### config.mk
export PLATFORM = sky130hd
export DESIGN_NAME = mips_mc_sequencer_flat
export DESIGN_NICKNAME = d
export VERILOG_FILES = /design/src/rtl/mips_pkg.sv /design/src/rtl/mips_mc_sequencer_if.sv /design/src/rtl/mips_opclass_decode.sv /design/src/rtl/mips_mc_sequencer.sv /design/src/flat_wrapper.sv
export SDC_FILE = /design/constraint.sdc
export NUM_CORES = 1
export LEC_CHECK = 0
export BUFFER_PORTS_ARGS = -buffer_cell sky130_fd_sc_hd__buf_4
export CAP_MARGIN = 30
export CORE_MARGIN = 5
export CORE_UTILIZATION = 51
export DETAILED_ROUTE_END_ITERATION = 6
export PLACE_DENSITY = 0.83
export SLEW_MARGIN = 20
export SYNTH_ARGS = -nofsm -noshare
export SYNTH_HDL_FRONTEND = slang
export SYNTH_SLANG_ARGS = --single-unit
### constraint.sdc
create_clock -name clk -period 2.3 [get_ports clk]
set_clock_uncertainty 0.05 [all_clocks]
set_input_delay 0.345 -clock clk [delete_from_list [all_inputs] [get_ports clk]]
set_output_delay 0.345 -clock clk [all_outputs]
set_load 0.1 [all_outputs]
### src/rtl/mips_pkg.sv
// Shared MIPS definitions: opcode constants, sequencer state encoding and opclass bit positions.
// Used by the multi-cycle sequencer (optional retire counter: MIPS_MC_SEQ_RETIRE_CNT_EN).
package mips_pkg;

    localparam int OPC_W = 6;

    localparam logic [OPC_W-1:0] OP_ADD  = 6'h01;
    localparam logic [OPC_W-1:0] OP_SUB  = 6'h02;
    localparam logic [OPC_W-1:0] OP_INC  = 6'h03;
    localparam logic [OPC_W-1:0] OP_DEC  = 6'h04;
    localparam logic [OPC_W-1:0] OP_AND  = 6'h05;
    localparam logic [OPC_W-1:0] OP_OR   = 6'h06;
    localparam logic [OPC_W-1:0] OP_XOR  = 6'h07;
    localparam logic [OPC_W-1:0] OP_NOT  = 6'h08;
    localparam logic [OPC_W-1:0] OP_SLL  = 6'h09;
    localparam logic [OPC_W-1:0] OP_SRL  = 6'h0A;
    localparam logic [OPC_W-1:0] OP_ADDI = 6'h0B;
    localparam logic [OPC_W-1:0] OP_SUBI = 6'h0C;
    localparam logic [OPC_W-1:0] OP_LW   = 6'h22;
    localparam logic [OPC_W-1:0] OP_SW   = 6'h24;

    localparam logic [2:0] FETCH  = 3'd0;
    localparam logic [2:0] DECODE = 3'd1;
    localparam logic [2:0] EXEC   = 3'd2;
    localparam logic [2:0] MEM    = 3'd3;
    localparam logic [2:0] WB     = 3'd4;

    typedef enum logic [2:0] {
        ST_FETCH  = FETCH,
        ST_DECODE = DECODE,
        ST_EXEC   = EXEC,
        ST_MEM    = MEM,
        ST_WB     = WB
    } seq_state_t;

    localparam int OC_LEGAL = 2;
    localparam int OC_MEM   = 1;
    localparam int OC_STORE = 0;

    typedef logic [2:0] opclass_t;

endpackage

### src/rtl/mips_mc_sequencer_if.sv
// Sequencer <-> datapath signal bundle; the sequencer uses the slave modport.
// Retired count is meaningful only with MIPS_MC_SEQ_RETIRE_CNT_EN.
interface mips_mc_sequencer_if #(
    parameter int OPW  = 6,
    parameter int CNTW = 16
);
    logic [OPW-1:0]  opcode;
    logic            imem_ack;
    logic            dmem_ack;
    logic            stall;
    logic            imem_req;
    logic            ir_we;
    logic            pc_we;
    logic            dmem_req;
    logic            dmem_we;
    logic            rf_we;
    logic [2:0]      state_o;
    logic            illegal;
    logic            timeout;
    logic [CNTW-1:0] retired;

    modport master (
        output opcode, imem_ack, dmem_ack, stall,
        input  imem_req, ir_we, pc_we, dmem_req, dmem_we, rf_we,
        input  state_o, illegal, timeout, retired
    );

    modport slave (
        input  opcode, imem_ack, dmem_ack, stall,
        output imem_req, ir_we, pc_we, dmem_req, dmem_we, rf_we,
        output state_o, illegal, timeout, retired
    );
endinterface

### src/rtl/mips_opclass_decode.sv
// Combinational opcode classifier: {legal, is_mem, is_store}.
// Independent of MIPS_MC_SEQ_RETIRE_CNT_EN.
module mips_opclass_decode
    import mips_pkg::*;
#(
    parameter int OPW = 6
) (
    input  logic [OPW-1:0] opcode,
    output opclass_t       opclass
);
    always_comb begin
        opclass = '0;
        case (opcode)
            OPW'(OP_ADD), OPW'(OP_SUB), OPW'(OP_INC), OPW'(OP_DEC),
            OPW'(OP_AND), OPW'(OP_OR),  OPW'(OP_XOR), OPW'(OP_NOT),
            OPW'(OP_SLL), OPW'(OP_SRL), OPW'(OP_ADDI), OPW'(OP_SUBI):
                opclass[OC_LEGAL] = 1'b1;
            OPW'(OP_LW): begin
                opclass[OC_LEGAL] = 1'b1;
                opclass[OC_MEM]   = 1'b1;
            end
            OPW'(OP_SW): begin
                opclass[OC_LEGAL] = 1'b1;
                opclass[OC_MEM]   = 1'b1;
                opclass[OC_STORE] = 1'b1;
            end
            default: opclass = '0;
        endcase
    end
endmodule

### src/rtl/mips_mc_sequencer.sv
// Multi-cycle FETCH/DECODE/EXEC/MEM/WB sequencer with memory timeout and stall hold.
// Define MIPS_MC_SEQ_RETIRE_CNT_EN to build the retired-instruction counter.
//
// state  | meaning
// FETCH  | request instruction; load IR and advance PC on imem_ack
// DECODE | classify opcode; illegal opcodes return to FETCH
// EXEC   | one-cycle ALU step; memory ops go to MEM
// MEM    | data access, bounded by TMO non-stalled cycles
// WB     | one-cycle register-file write
module mips_mc_sequencer
    import mips_pkg::*;
#(
    parameter int OPW  = 6,
    parameter int TMO  = 15,
    parameter int CNTW = 16
) (
    input  logic                clk,
    input  logic                rst_n,
    mips_mc_sequencer_if.slave  bus
);
    seq_state_t state, state_nx;
    opclass_t   dec_cls, cls_q;
    logic [7:0] wait_cnt;
    logic       tmo_hit;
    logic       ill_set;
    logic       illegal_q;
    logic       timeout_q;

    mips_opclass_decode #(.OPW(OPW)) u_dec (
        .opcode  (bus.opcode),
        .opclass (dec_cls)
    );

    always_comb begin
        state_nx     = state;
        tmo_hit      = 1'b0;
        ill_set      = 1'b0;
        bus.imem_req = 1'b0;
        bus.ir_we    = 1'b0;
        bus.pc_we    = 1'b0;
        bus.dmem_req = 1'b0;
        bus.dmem_we  = 1'b0;
        bus.rf_we    = 1'b0;
        case (state)
            ST_FETCH: begin
                bus.imem_req = 1'b1;
                if (bus.imem_ack && !bus.stall) begin
                    bus.ir_we = 1'b1;
                    bus.pc_we = 1'b1;
                    state_nx  = ST_DECODE;
                end
            end
            ST_DECODE: begin
                if (!bus.stall) begin
                    if (dec_cls[OC_LEGAL]) begin
                        state_nx = ST_EXEC;
                    end else begin
                        ill_set  = 1'b1;
                        state_nx = ST_FETCH;
                    end
                end
            end
            ST_EXEC: begin
                if (!bus.stall) state_nx = cls_q[OC_MEM] ? ST_MEM : ST_WB;
            end
            ST_MEM: begin
                bus.dmem_req = 1'b1;
                bus.dmem_we  = cls_q[OC_STORE];
                if (!bus.stall) begin
                    // ack takes priority over a limit reached in the same cycle
                    if (bus.dmem_ack) begin
                        state_nx = cls_q[OC_STORE] ? ST_FETCH : ST_WB;
                    end else if (wait_cnt == 8'(TMO - 1)) begin
                        tmo_hit  = 1'b1;
                        state_nx = ST_FETCH;
                    end
                end
            end
            ST_WB: begin
                if (!bus.stall) begin
                    bus.rf_we = 1'b1;
                    state_nx  = ST_FETCH;
                end
            end
            default: state_nx = ST_FETCH;
        endcase
    end

    always_ff @(posedge clk) begin
        if (!rst_n) begin
            state     <= ST_FETCH;
            cls_q     <= '0;
            wait_cnt  <= '0;
            illegal_q <= 1'b0;
            timeout_q <= 1'b0;
        end else begin
            state     <= state_nx;
            illegal_q <= ill_set;
            if (tmo_hit) timeout_q <= 1'b1;
            if (state == ST_DECODE && !bus.stall) cls_q <= dec_cls;
            if (state != ST_MEM) begin
                wait_cnt <= '0;
            end else if (!bus.stall && !bus.dmem_ack) begin
                wait_cnt <= wait_cnt + 8'd1;
            end
        end
    end

    assign bus.state_o = state;
    assign bus.illegal = illegal_q;
    assign bus.timeout = timeout_q;

`ifdef MIPS_MC_SEQ_RETIRE_CNT_EN
    logic [CNTW-1:0] retire_q;
    logic            retire_evt;

    assign retire_evt = !bus.stall &&
                        ((state == ST_WB) ||
                         (state == ST_MEM && bus.dmem_ack && cls_q[OC_STORE]));

    always_ff @(posedge clk) begin
        if (!rst_n) begin
            retire_q <= '0;
        end else if (retire_evt) begin
            retire_q <= retire_q + 1'b1;
        end
    end

    assign bus.retired = retire_q;
`else
    assign bus.retired = {CNTW{1'b0}};
`endif

endmodule

### src/flat_wrapper.sv
// flat-port wrapper written by rule: the top's interface ports become plain ports
module mips_mc_sequencer_flat import mips_pkg::*;
#(
    parameter int OPW  = 6,
    parameter int TMO  = 15,
    parameter int CNTW = 16
)
  (clk, rst_n, bus_opcode, bus_imem_ack, bus_dmem_ack, bus_stall, bus_imem_req, bus_ir_we, bus_pc_we, bus_dmem_req, bus_dmem_we, bus_rf_we, bus_state_o, bus_illegal, bus_timeout, bus_retired);
  mips_mc_sequencer_if #(.OPW(OPW), .CNTW(CNTW)) bus_i ();
  input  logic clk;
  input  logic rst_n;
  input wire logic [$bits(bus_i.opcode)-1:0] bus_opcode;
  input wire logic [$bits(bus_i.imem_ack)-1:0] bus_imem_ack;
  input wire logic [$bits(bus_i.dmem_ack)-1:0] bus_dmem_ack;
  input wire logic [$bits(bus_i.stall)-1:0] bus_stall;
  output wire logic [$bits(bus_i.imem_req)-1:0] bus_imem_req;
  output wire logic [$bits(bus_i.ir_we)-1:0] bus_ir_we;
  output wire logic [$bits(bus_i.pc_we)-1:0] bus_pc_we;
  output wire logic [$bits(bus_i.dmem_req)-1:0] bus_dmem_req;
  output wire logic [$bits(bus_i.dmem_we)-1:0] bus_dmem_we;
  output wire logic [$bits(bus_i.rf_we)-1:0] bus_rf_we;
  output wire logic [$bits(bus_i.state_o)-1:0] bus_state_o;
  output wire logic [$bits(bus_i.illegal)-1:0] bus_illegal;
  output wire logic [$bits(bus_i.timeout)-1:0] bus_timeout;
  output wire logic [$bits(bus_i.retired)-1:0] bus_retired;
  assign bus_i.opcode = bus_opcode;
  assign bus_i.imem_ack = bus_imem_ack;
  assign bus_i.dmem_ack = bus_dmem_ack;
  assign bus_i.stall = bus_stall;
  assign bus_imem_req = bus_i.imem_req;
  assign bus_ir_we = bus_i.ir_we;
  assign bus_pc_we = bus_i.pc_we;
  assign bus_dmem_req = bus_i.dmem_req;
  assign bus_dmem_we = bus_i.dmem_we;
  assign bus_rf_we = bus_i.rf_we;
  assign bus_state_o = bus_i.state_o;
  assign bus_illegal = bus_i.illegal;
  assign bus_timeout = bus_i.timeout;
  assign bus_retired = bus_i.retired;
  mips_mc_sequencer #(.OPW(OPW), .TMO(TMO), .CNTW(CNTW)) u_core (.clk(clk), .rst_n(rst_n), .bus(bus_i));
endmodule
==> results.json <==
{
  "crit_path_start_kind": "flip-flop",
  "end_kind": "primary output",
  "fmax_ghz": 0.499,
  "finalCritPeriodShare_pct": 87.1,
  "slew_violations": 0,
  "required_ns": 1.90,
  "num_vias": 783,
  "crit_path_max_fanout": 12,
  "cap_violations": 0,
  "p_int_mw": 0.365,
  "grt_max_degree": 13,
  "wl_per_cell_um": 11.7,
  "final_cells": 159,
  "hold_viol": 0,
  "antenna_found_initial": 0,
  "synthArstFlopShare_pct": 0,
  "grt_pass1_vias": 685,
  "rows": 16,
  "p_seq_share_pct": 41.3,
  "cts-root-buf": "clkbuf_4",
  "yosysSeqAreaShare_pct": 30.1,
  "grt_pass1_wl_um": 2980,
  "dr.first_iter.drc_count": 7,
  "clock-sinks": 15,
  "path_clk_slew_ns": 0.08,
  "timing.setup.tns_ns": 0,
  "boundaryPins": 38,
  "r2r_slack_ns": 0.79,
  "grt_use_total_pct": 14.2,
  "dp_slack_ns": 0.609,
  "hold_buffers": 0,
  "syn_inst": 113,
  "hp-class": "primary input to flip-flop",
  "die-area_mm2": 0.00294,
  "antenna_cells": 0,
  "gp_congestion": 0.799,
  "setup_slack_ns": 0.296,
  "dr.pass1.iters": 4,
  "antenna_left": 0,
  "via_per_inst": 4.92,
  "area_growth_pct": 15.3,
  "h-tree-depth": 1,
  "cts_tree": "yes",
  "hpwl_um": 1470,
  "rr_worst_depth": 6,
  "arrival_ns": 1.61,
  "worstReg2RegEnd": "u_core.bus.state_o[2]",
  "ctsResizeCount": 0,
  "status": "finished clean",
  "die_width_um": 54.2,
  "route.detailed.drc": 0,
  "ys_ff_latch": 15,
  "cts_buffer_depth": 2,
  "postCtsSetupBuffers": 0,
  "start_util_pct": 52.0,
  "path_class": "flip-flop to primary output",
  "final_nets": 146,
  "drive_above_1_share_pct": 30.3,
  "startpoint": "u_core.bus.state_o[2]",
  "power.density_mw_per_mm2": 559,
  "synth.avg_cell_area_um2": 8.84,
  "clkPwrFrac_pct": 23.5,
  "final_util_pct": 59.9,
  "min_period_ns": 2.00,
  "yosys_warnings": 0,
  "share_comb_of_total_power_pct": 35.2,
  "crit_end": "bus_pc_we",
  "switchingPower_mw": 0.278,
  "setup_viol": 0,
  "routed_wl_um": 1860,
  "ir_drop_mv": 0.474,
  "r2r_start": "u_core.wait_cnt[0]",
  "synth_ff_type": "dfxtp_1",
  "sw_frac_of_total_pct": 43.2,
  "core_mm2": 0.00192,
  "yosysUniqueCellTypes": 39,
  "synth_edf_count": 0,
  "leakage_nw": 0.451,
  "chipHeight_um": 54.2,
  "rsz0062_at_grt": "no",
  "numPortBuffers": 21,
  "dp.cells": 155,
  "syn_area_um2": 998,
  "clock_latency_ns": 0.29,
  "overflow": 0,
  "cts_made_buffers": 3
}
-- power by group through the flow --
stage                     Combinational (mW)  Clock [mW]  Sequential (mW)
after floorplan                        0.207           0            0.286
after global placement                 0.225           0            0.271
after detailed placement               0.226           0            0.271
after CTS                              0.226       0.155            0.265
after global routing                   0.234       0.171            0.266
final                                  0.226       0.151            0.265
-- stage by stage --
step | instance area (um2) | hold WS, ns | total power, mW
global placement | 1120 | 0.444 | 0.496
finish | 1150 | 0.269 | 0.643
CTS | 1150 | 0.264 | 0.647
floorplan | 1110 | 0.412 | 0.492
detailed placement | 1120 | 0.434 | 0.498
global route | 1150 | 0.267 | 0.672
-- how the worst min path moves through the flow --
stage	start	endpoint	cells after the start
global route	rst_n	u_core.cls_q[1]	2
global placement	u_core.cls_q[0]	u_core.cls_q[0]	2
CTS	rst_n	u_core.cls_q[1]	2
detailed placement	u_core.bus.timeout	u_core.bus.timeout	2
finish	rst_n	u_core.cls_q[1]	2
floorplan	rst_n	u_core.cls_q[1]	1
-- area by class of cell --
cell class	count	area, um2
repair buffers	21	158
flip-flops and latches	15	309
multi-input cells	87	602
clock buffers	4	26.3
well taps	27	33.8
fillers	182	771
inverters	5	22.5
-- state kept, by name, indices dropped and copies added, names as in the netlist --
name,cells
u_core.wait_cnt,8
u_core.bus.state_o,3
u_core.cls_q,2
u_core.bus.illegal,1
u_core.bus.timeout,1
-- synthesized netlist by cell type, types with 2 or more instances --
library cell / n / area share (%)
inv_1: 5 / 1.9
nor4b_1: 2 / 1.8
a211oi_1: 3 / 2.3
o21ai_0: 2 / 1.0
and3_1: 2 / 1.3
nor3b_1: 2 / 1.5
xor2_1: 7 / 6.1
nand4_1: 4 / 2.5
nor4_4: 2 / 4.3
buf_6: 2 / 2.3
nor2b_1: 2 / 1.3
nand4b_1: 2 / 1.8
dfxtp_1: 15 / 30
a21oi_1: 5 / 2.5
buf_4: 18 / 14
ha_1: 2 / 2.5
nor2_1: 10 / 3.8
nand2_1: 7 / 2.6
-- layer usage --
metal | vias up | track usage [%] | part of all wire (%)
met3 | 5 | 1.63 | 4.4
met4 | 0 | 11.2 | 3.0
met1 | 356 | 18.0 | 44
met2 | 22 | 21.5 | 49
li1 | 400 | - | -
met5 | - | 0 | 0
-- kinds of logic (layout without fill, tap and decap cells) --
group           after synthesis  after routing  share of synthesized area (%)
compound gates               18             18                           13.5
xor+xnor                      8              8                           7.02
fa+ha+maj                     2              2                           2.51
buf+inv                      26             30                           18.2
flops                        15             15                           30.1
other cells                   1             16                          0.376
simple gates                 43             43                           28.3
-- critical path, cell delays in order (launching register included) --
cell and delay [ns]:
dfxtp_2 0.40, or3_4 0.42, nor3b_4 0.19, buf_4 0.31
-- placed cells by master (no fill, tap or decap), types with 2 or more instances in the layout --
| master | instances |
|---|---|
| nor4_4 | 2 |
| xor2_1 | 7 |
| dfxtp_4 | 2 |
| buf_4 | 21 |
| nand4b_1 | 2 |
| nand4_1 | 4 |
| clkbuf_4 | 3 |
| ha_1 | 2 |
| o21ai_0 | 2 |
| dfxtp_1 | 12 |
| inv_1 | 4 |
| conb_1 | 16 |
| nand2_1 | 7 |
| a211oi_1 | 3 |
| and3_1 | 2 |
| nor2_1 | 10 |
| nor2b_1 | 2 |
| a21oi_1 | 5 |
(Power assumes the default switching activity.)
